File: src/rtl/spi_regfile_pkg.sv
// Shared types and default widths for the SPI register-file slice.
// Also used by the SPI slave bridge for its address and data widths.
package spi_regfile_pkg;

   localparam int ADDR_WIDTH_DEF = 7;
   localparam int DATA_WIDTH_DEF = 8;

   typedef enum logic {
      IDLE,
      LOCKED
   } arb_state_e;

   typedef enum logic {
      TAG_S,
      TAG_C
   } port_tag_e;

endpackage

File: src/rtl/rr_arbiter_2.sv
// Two-way round-robin grant with a last-grant pointer; force_s makes the
// next contested arbitration favour port S.
module rr_arbiter_2
   import spi_regfile_pkg::*;
(
   input  logic clk_i,
   input  logic rst_ni,
   input  logic req_s,
   input  logic req_c,
   input  logic en_s,
   input  logic force_s,
   output logic gnt_s,
   output logic gnt_c
);

   port_tag_e last_q;
   logic      req_s_ok;

   assign req_s_ok = req_s & en_s;
   assign gnt_s    = req_s_ok & (~req_c | (last_q == TAG_C));
   assign gnt_c    = req_c & ~gnt_s;

   always_ff @(posedge clk_i or negedge rst_ni) begin
      if (!rst_ni) begin
         last_q <= TAG_C;
      end else if (force_s) begin
         last_q <= TAG_C;
      end else if (gnt_s) begin
         last_q <= TAG_S;
      end else if (gnt_c) begin
         last_q <= TAG_C;
      end
   end

endmodule

File: src/rtl/spi_regfile_arbiter.sv
// Shares one single-port register memory between port S and port C, with a
// port C lock and timeout. Define SPI_ARB_WPROT_EN to block S writes >= PROT_BASE.
//
// state  | meaning
// IDLE   | round-robin between S and C
// LOCKED | only C is granted; lock counter runs toward LOCK_MAX-1
module spi_regfile_arbiter
   import spi_regfile_pkg::*;
#(
   parameter int                    ADDR_WIDTH = ADDR_WIDTH_DEF,
   parameter int                    DATA_WIDTH = DATA_WIDTH_DEF,
   parameter int                    LOCK_MAX   = 16,
   parameter logic [ADDR_WIDTH-1:0] PROT_BASE  = 'h60
) (
   input  logic                  clk_i,
   input  logic                  rst_ni,
   input  logic                  s_req_i,
   input  logic                  s_we_i,
   input  logic [ADDR_WIDTH-1:0] s_addr_i,
   input  logic [DATA_WIDTH-1:0] s_wdata_i,
   output logic                  s_gnt_o,
   output logic                  s_rvalid_o,
   output logic [DATA_WIDTH-1:0] s_rdata_o,
   input  logic                  c_req_i,
   input  logic                  c_we_i,
   input  logic [ADDR_WIDTH-1:0] c_addr_i,
   input  logic [DATA_WIDTH-1:0] c_wdata_i,
   input  logic                  c_lock_i,
   output logic                  c_gnt_o,
   output logic                  c_rvalid_o,
   output logic [DATA_WIDTH-1:0] c_rdata_o,
   output logic                  mem_en_o,
   output logic                  mem_we_o,
   output logic [ADDR_WIDTH-1:0] mem_addr_o,
   output logic [DATA_WIDTH-1:0] mem_wdata_o,
   input  logic [DATA_WIDTH-1:0] mem_rdata_i,
   output logic                  lock_to_o,
   output logic                  wp_err_o
);

   localparam int              CNT_W    = (LOCK_MAX > 2) ? $clog2(LOCK_MAX) : 1;
   localparam logic [CNT_W-1:0] CNT_LAST = CNT_W'(LOCK_MAX - 1);

   arb_state_e            state_q, state_d;
   logic [CNT_W-1:0]      cnt_q, cnt_d;
   logic                  armed_q, armed_d;
   logic                  gnt_s, gnt_c, wp_hit, timeout;
   logic                  pend_q;
   port_tag_e             tag_q;
   logic [DATA_WIDTH-1:0] s_rdata_q, c_rdata_q;

   rr_arbiter_2 u_rr (
      .clk_i   (clk_i),
      .rst_ni  (rst_ni),
      .req_s   (s_req_i),
      .req_c   (c_req_i),
      .en_s    (state_q == IDLE),
      .force_s (timeout),
      .gnt_s   (gnt_s),
      .gnt_c   (gnt_c)
   );

`ifdef SPI_ARB_WPROT_EN
   assign wp_hit = gnt_s & s_we_i & (s_addr_i >= PROT_BASE);
`else
   assign wp_hit = 1'b0;
`endif

   assign s_gnt_o   = gnt_s;
   assign c_gnt_o   = gnt_c;
   assign wp_err_o  = wp_hit;
   assign timeout   = (state_q == LOCKED) & c_lock_i & (cnt_q == CNT_LAST);
   assign lock_to_o = timeout;

   always_comb begin
      mem_en_o    = 1'b0;
      mem_we_o    = 1'b0;
      mem_addr_o  = '0;
      mem_wdata_o = '0;
      if (gnt_s) begin
         mem_en_o    = ~wp_hit;
         mem_we_o    = s_we_i & ~wp_hit;
         mem_addr_o  = s_addr_i;
         mem_wdata_o = s_wdata_i;
      end else if (gnt_c) begin
         mem_en_o    = 1'b1;
         mem_we_o    = c_we_i;
         mem_addr_o  = c_addr_i;
         mem_wdata_o = c_wdata_i;
      end
   end

   always_comb begin
      state_d = state_q;
      cnt_d   = cnt_q;
      armed_d = armed_q;
      // after a timeout the lock only re-arms once c_lock_i has been seen low
      if (timeout) begin
         armed_d = 1'b0;
      end else if (!c_lock_i) begin
         armed_d = 1'b1;
      end
      case (state_q)
         IDLE: begin
            cnt_d = '0;
            if (gnt_c && c_lock_i && armed_q) begin
               state_d = LOCKED;
            end
         end
         LOCKED: begin
            if (!c_lock_i || timeout) begin
               state_d = IDLE;
               cnt_d   = '0;
            end else begin
               cnt_d = cnt_q + 1'b1;
            end
         end
         default: state_d = IDLE;
      endcase
   end

   always_ff @(posedge clk_i or negedge rst_ni) begin
      if (!rst_ni) begin
         state_q <= IDLE;
         cnt_q   <= '0;
         armed_q <= 1'b1;
      end else begin
         state_q <= state_d;
         cnt_q   <= cnt_d;
         armed_q <= armed_d;
      end
   end

   always_ff @(posedge clk_i or negedge rst_ni) begin
      if (!rst_ni) begin
         pend_q    <= 1'b0;
         tag_q     <= TAG_S;
         s_rdata_q <= '0;
         c_rdata_q <= '0;
      end else begin
         pend_q <= (gnt_s & ~s_we_i) | (gnt_c & ~c_we_i);
         if (gnt_s) begin
            tag_q <= TAG_S;
         end else if (gnt_c) begin
            tag_q <= TAG_C;
         end
         if (s_rvalid_o) begin
            s_rdata_q <= mem_rdata_i;
         end
         if (c_rvalid_o) begin
            c_rdata_q <= mem_rdata_i;
         end
      end
   end

   // read data is forwarded in the response cycle and held afterwards
   assign s_rvalid_o = pend_q & (tag_q == TAG_S);
   assign c_rvalid_o = pend_q & (tag_q == TAG_C);
   assign s_rdata_o  = s_rvalid_o ? mem_rdata_i : s_rdata_q;
   assign c_rdata_o  = c_rvalid_o ? mem_rdata_i : c_rdata_q;

endmodule

File: config.mk
export PLATFORM = sky130hd
export DESIGN_NAME = spi_regfile_arbiter
export DESIGN_NICKNAME = d
export VERILOG_FILES = /design/src/rtl/spi_regfile_pkg.sv /design/src/rtl/rr_arbiter_2.sv /design/src/rtl/spi_regfile_arbiter.sv
export SDC_FILE = /design/constraint.sdc
export NUM_CORES = 1
export LEC_CHECK = 0
export CAP_MARGIN = 30
export CORE_ASPECT_RATIO = 0.9
export CORE_UTILIZATION = 30
export CTS_CLUSTER_SIZE = 12
export DETAILED_ROUTE_END_ITERATION = 6
export PLACE_DENSITY = 0.68
export SLEW_MARGIN = 20
export SYNTH_ARGS = -nofsm -noshare
export SYNTH_HDL_FRONTEND = slang
export SYNTH_SLANG_ARGS = --single-unit
File: constraint.sdc
create_clock -name clk_i -period 1.7 [get_ports clk_i]
set_input_delay 0.17 -clock clk_i [delete_from_list [all_inputs] [get_ports clk_i]]
set_output_delay 0.17 -clock clk_i [all_outputs]
set_load 0.03 [all_outputs]
Word-level counts from Yosys, hierarchy flattened:

Cells that the tools add are included.

* add/sub/neg operators: 1
* equal/unequal tests: 2
* multiplexer cells: 20
* bitwise operators: 17
* reductions and logical operators: 6

Operators with widths (number)
* 8-bit 2-to-1 mux: 4
* 7-bit 2-to-1 mux: 2
* 1-bit 2-to-1 mux: 11
* 1-bit bitwise AND: 9
* 4-bit case mux with 2 select lines: 1
* 1-bit inverter: 6
* 4-bit by 1-bit adder with 4-bit output (second input constant): 1
* 4-bit == test (second input constant): 1
* 4-bit 2-to-1 mux: 1
* 3-bit nonzero test: 1
* 1-bit logical AND: 2
* 2-bit by 1-bit != test with 1-bit output (second input constant): 1
* 1-bit OR: 2
* 1-bit case mux with 2 select lines: 1
* 2-bit nonzero test: 1
* 1-bit logical NOT: 1
* 1-bit logical OR: 1

* register bits after elaboration: 25
* input bits: 45
* output and inout port bits: 39
* word-level logic and storage cells: 54

Longest topological paths before layout:

* depth after elaboration: 9
* depth in mapped cells: 5
* depth with buffers taken out: 4

Cells and area by module:

From an unflattened synthesis, not the netlist that was laid out.

* cell total of the unflattened synthesis: 99
* area, all modules: 1214.9 sq um

By module, submodules not included
* spi_regfile_arbiter: times used 1, cells an instance 92, area each 1153.6 sq um, sequential area each 601.8 sq um
* rr_arbiter_2: times used 1, cells an instance 7, area each 61.3 sq um, sequential area each 26.3 sq um

Worst setup path after synthesis:

OpenSTA, ideal clock, no wires.

* kind: reg-to-output
* start point: reg u_rr.last_q
* end point: out mem_addr_o[4]
* arrival: 1.697 ns
* required time: 1.530 ns
* path slack: -0.167 ns
* stages on the path, launching flop included: 6
* path buffers: 2
* path through: dfstp_2 > and2b_1 > or2_1 > buf_6 > buf_6 > mux2i_1

* word-level cells in the longest chain between the ends: 6

Ends and longest elaborated chain
* start, declared: RTL line rr_arbiter_2.sv:16 `port_tag_e last_q;`
* start signal, assigned: RTL line rr_arbiter_2.sv:25 `last_q <= TAG_C;`
* start signal, assigned: RTL line rr_arbiter_2.sv:27 `last_q <= TAG_C;`
* start signal, assigned: RTL line rr_arbiter_2.sv:29 `last_q <= TAG_S;`
* 1-bit OR (*): RTL line rr_arbiter_2.sv:20 `assign gnt_s = req_s_ok & (~req_c | (last_q == TAG_C));`
* 1-bit bitwise AND (*): RTL line rr_arbiter_2.sv:20
* 1-bit inverter: RTL line rr_arbiter_2.sv:21 `assign gnt_c = req_c & ~gnt_s;`
* 1-bit bitwise AND: RTL line rr_arbiter_2.sv:21
* 7-bit 2-to-1 mux: RTL line spi_regfile_arbiter.sv:85 `end else if (gnt_c) begin`
* 7-bit 2-to-1 mux (*): RTL line spi_regfile_arbiter.sv:80 `if (gnt_s) begin`
* end, declared: RTL line spi_regfile_arbiter.sv:34 `output logic [ADDR_WIDTH-1:0] mem_addr_o,`

Mark *: on every way between the ends. The rest lies on a longest branch, timed or not.

Final worst setup path:

* start point: reg u_rr.last_q
* end point: out mem_wdata_o[4]

* word-level cells in the longest chain between the ends: 6

Ends and longest elaborated chain
* 1-bit OR (*): RTL line rr_arbiter_2.sv:20
* 1-bit bitwise AND (*): RTL line rr_arbiter_2.sv:20
* 1-bit inverter: RTL line rr_arbiter_2.sv:21
* 1-bit bitwise AND: RTL line rr_arbiter_2.sv:21
* 8-bit 2-to-1 mux: RTL line spi_regfile_arbiter.sv:85
* 8-bit 2-to-1 mux (*): RTL line spi_regfile_arbiter.sv:80
* end, declared: RTL line spi_regfile_arbiter.sv:35 `output logic [DATA_WIDTH-1:0] mem_wdata_o,`

Marked as above.

==> key figures <==
Clock tree
  – Number of buffers created by CTS: 3
  – # hold bufs at CTS: 0
  – CTS sink count: 25
  – H-Tree Depth: 1
  – Later-pin clock latency in the skew report: 260 ps
  – Worst-path clk slew: 80 ps
  – Max clock buf depth: 2
  – Root Driver: clkbuf_8
  – CTS tree: built

GRT
  – Total congestion overflow: 0
  – Largest net degree at the start of global routing: 26
  – Number of global-route vias before repair: 1105
  – Total GRT Usage: 14.6%
  – First-pass GRT wire length: 5290 um
  – Initial antenna violation count: 0

Yosys
  – Synthesized Nets: 173
  – Synth Area in Compound Gates: under 10%
  – Synth warnings: 0
  – Simple-gate share of the synthesized area: 12.5%
  – Largest family of logic cells by synthesized area: multiplexers
  – Syn avg cell area: 10.4 um^2
  – Seq/Total Area, Yosys: 47.7%
  – Post-Synth XOR/XNOR Area: 1.33%
  – FF+latch count, synth: 25
  – Syn Inst Count: between 100 and 150
  – Post-synthesis mux area share: 26.6%
  – Post-synthesis cell type count: 26
  – Adder-Cell Fraction of Synth Area: 0.950%
  – Post-Syn Area: 1320 um^2

STA
  – Min Hold Slack: 268 ps
  – PnR worst setup slack: -230 ps
  – RSZ-0062 raised after global routing: true
  – Pins Over Slew Limit: 0
  – Final period utilization: 114%
  – Hold violation count in the final report: 0
  – Skew final: a little under 1 ps
  – Final setup fails: 18
  – Fmax: 0.518 GHz
  – Tmin final: 1930 ps

Power and ir drop
  – Clock group share of total power: between 10% and 20%
  – Total Power: about 2700 uW
  – Pwr/cell area: roughly 1100 nW/um^2
  – Seq pwr share: between 30% and 40%
  – Sw Share: 38.2%
  – Power Internal: 1670 uW
  – Leak Pwr: ~0.0012 uW
  – Max VDD drop: 0.427 mV
  – Net switching power: 1030 uW
  – Combinational power share: 56.8%

Worst setup path
  – FF-to-FF Start: u_rr.last_q
  – End of the critical path: mem_wdata_o[4]
  – Startpoint Class: flip-flop
  – CP Class: reg -> out
  – CP required: 1530 ps
  – Critical path fanouts, max: 10
  – R2R setup slack: 320 ps
  – Crit path from: u_rr.last_q
  – CP endpoint kind: primary output
  – RR Endpoint: state_q
  – CP arrival: 1760 ps
  – R2r worst-path depth: 5

Layout
  – Most frequent cells in the layout: 44 x clkdlybuf4s50_1, 27 x buf_4, 23 x dfrtp_1
  – Share of cells above drive strength 1: 39.0%
  – ANT cells: 0
  – Number of nets in the layout: 270
  – Fillers: 363
  – Area growth, synth to finish: 81.8%
  – Commonest non-fill, non-tap cell in the layout: clkdlybuf4s50_1

Drt
  – Vias per cell: between 4 and 5
  – M1 WL: 1490 um
  – Met3 wire len: roughly 210 um
  – DR DRC count: 0
  – Antenna Nets Post-Route: 0
  – WL/cell: between 10 and 15 um
  – Vias: 1196
  – Highest metal used: met4
  – Starting DRT DRC Count: 41
  – Initial DRT Pass Iterations: 4
  – WL met2: 1860 um
  – Routed wire length: roughly 3600 um

Floorplan
  – Core area: about 4200 um^2
  – Initial Utilization: 31.7%
  – IO Pins: 84
  – Rows: 22
  – Die Wd: 71.9 um
  – Die H: around 65 um
  – Die ar.: 4660 um^2

Flow run
  – MaxCap Viol Count: 0

Placement
  – DP HPWL: 2790 um
  – Port buffer count: 82
  – Placer congestion estimate: 0.705

Status
  – Failing checks: negative setup slack
  – Status: finished, violations left

Worst hold path
  – Min-Delay Path Class: in -> async
worst max-delay path, stage by stage (launching register included):
cell,delay (ps)
dfstp_2,540
and2b_1,180
or2_4,250
buf_12,160
mux2i_2,180
buf_4,190
cell families (layout without fill, tap and decap cells):
logic type | Yosys count | after routing
AOI/OAI and AO/OA | 3 | 3
muxes | 33 | 33
and+or+nand+nor | 36 | 36
DFF | 25 | 25
buffers and inverters | 26 | 122
xor gates and xnor gates | 2 | 2
adders and majority gates | 1 | 1
other | 1 | 1
area by class of cell:
cell class / instances / area, um^2 / area share, %
repair buffers: 98 / 921 / 38.5
multi-input cells: 76 / 647 / 27.0
flip-flops and latches: 25 / 628 / 26.2
inverters: 20 / 77.6 / 3.24
well taps: 60 / 75.1 / 3.13
clock buffers: 3 / 41.3 / 1.72
clock inverters: 1 / 5.00 / 0.209
flip-flops by register name, summed over array words and instances, names as in the netlist:
signal	flops
c_rdata_q	8
armed_q	1
pend_q	1
tag_q	1
state_q	1
s_rdata_q	8
cnt_q	4
u_rr.last_q	1
per-layer routing:
metal | up-vias | track usage [%]
met5 | - | 0
met4 | 0 | 2.21
met3 | 6 | 4.67
met2 | 40 | 25.1
met1 | 556 | 18.1
li1 | 594 | -
through the flow:
stage	worst slack, ps	std cells	utilization (%)	area, um^2	setup TNS, ps
finish	-230	283	57.6	2390	-3350
floorplan	-65.0	127	-	1350	-742
detailed placement	-105	272	54.0	2240	-1760
CTS	-226	277	54.2	2250	-3560
global route	-291	283	57.6	2390	-4910
global placement	-83.3	272	54.0	2240	-1390
power groups by stage:
stage          clock (uW)  sequential, uW  combinational (uW)
2_1_floorplan           0             814                 847
3_3_place_gp            0             825                1420
3_5_place_dp            0             834                1440
4_1_cts               358             820                1320
5_1_grt               381             845                1610
6_report              340             824                1530
cells in the mapped netlist:
cell type	count	area share, %
mux2i_1	17	13
and2b_1	1	0.57
dfstp_2	2	4.0
o41ai_1	1	0.66
xor2_1	1	0.66
buf_2	1	0.38
xnor2_1	1	0.66
a211o_1	1	0.66
nor2_1	7	2.0
nand2b_4	1	1.0
nand2_1	19	5.4
ha_1	1	0.95
nand3_1	3	1.1
buf_6	2	1.7
buf_4	1	0.57
a21oi_1	1	0.38
dfrtp_1	23	44
or2_1	1	0.48
mux2_2	16	14
inv_2	1	0.28
and2_1	1	0.48
nand2b_1	2	0.95
conb_1	1	0.28
clkbuf_1	2	0.57
inv_1	19	5.4
nor2b_1	1	0.48
how the worst min path moves through the flow:
stage / endpoint / slack [ps]
floorplan: c_rdata_q[0] / -130
global placement: cnt_q[0] / 450
detailed placement: cnt_q[0] / 470
CTS: c_rdata_q[0] / 270
global route: s_rdata_q[0] / 300
finish: s_rdata_q[0] / 270
repair_timing:
action | in CTS | in global routing
setup endpoints to repair | 35 | 26
setup buffers | 1 | 6
cloned | 0 | 0
gates resized for setup | 87 | 36
Power figures use the tool's default switching activity.
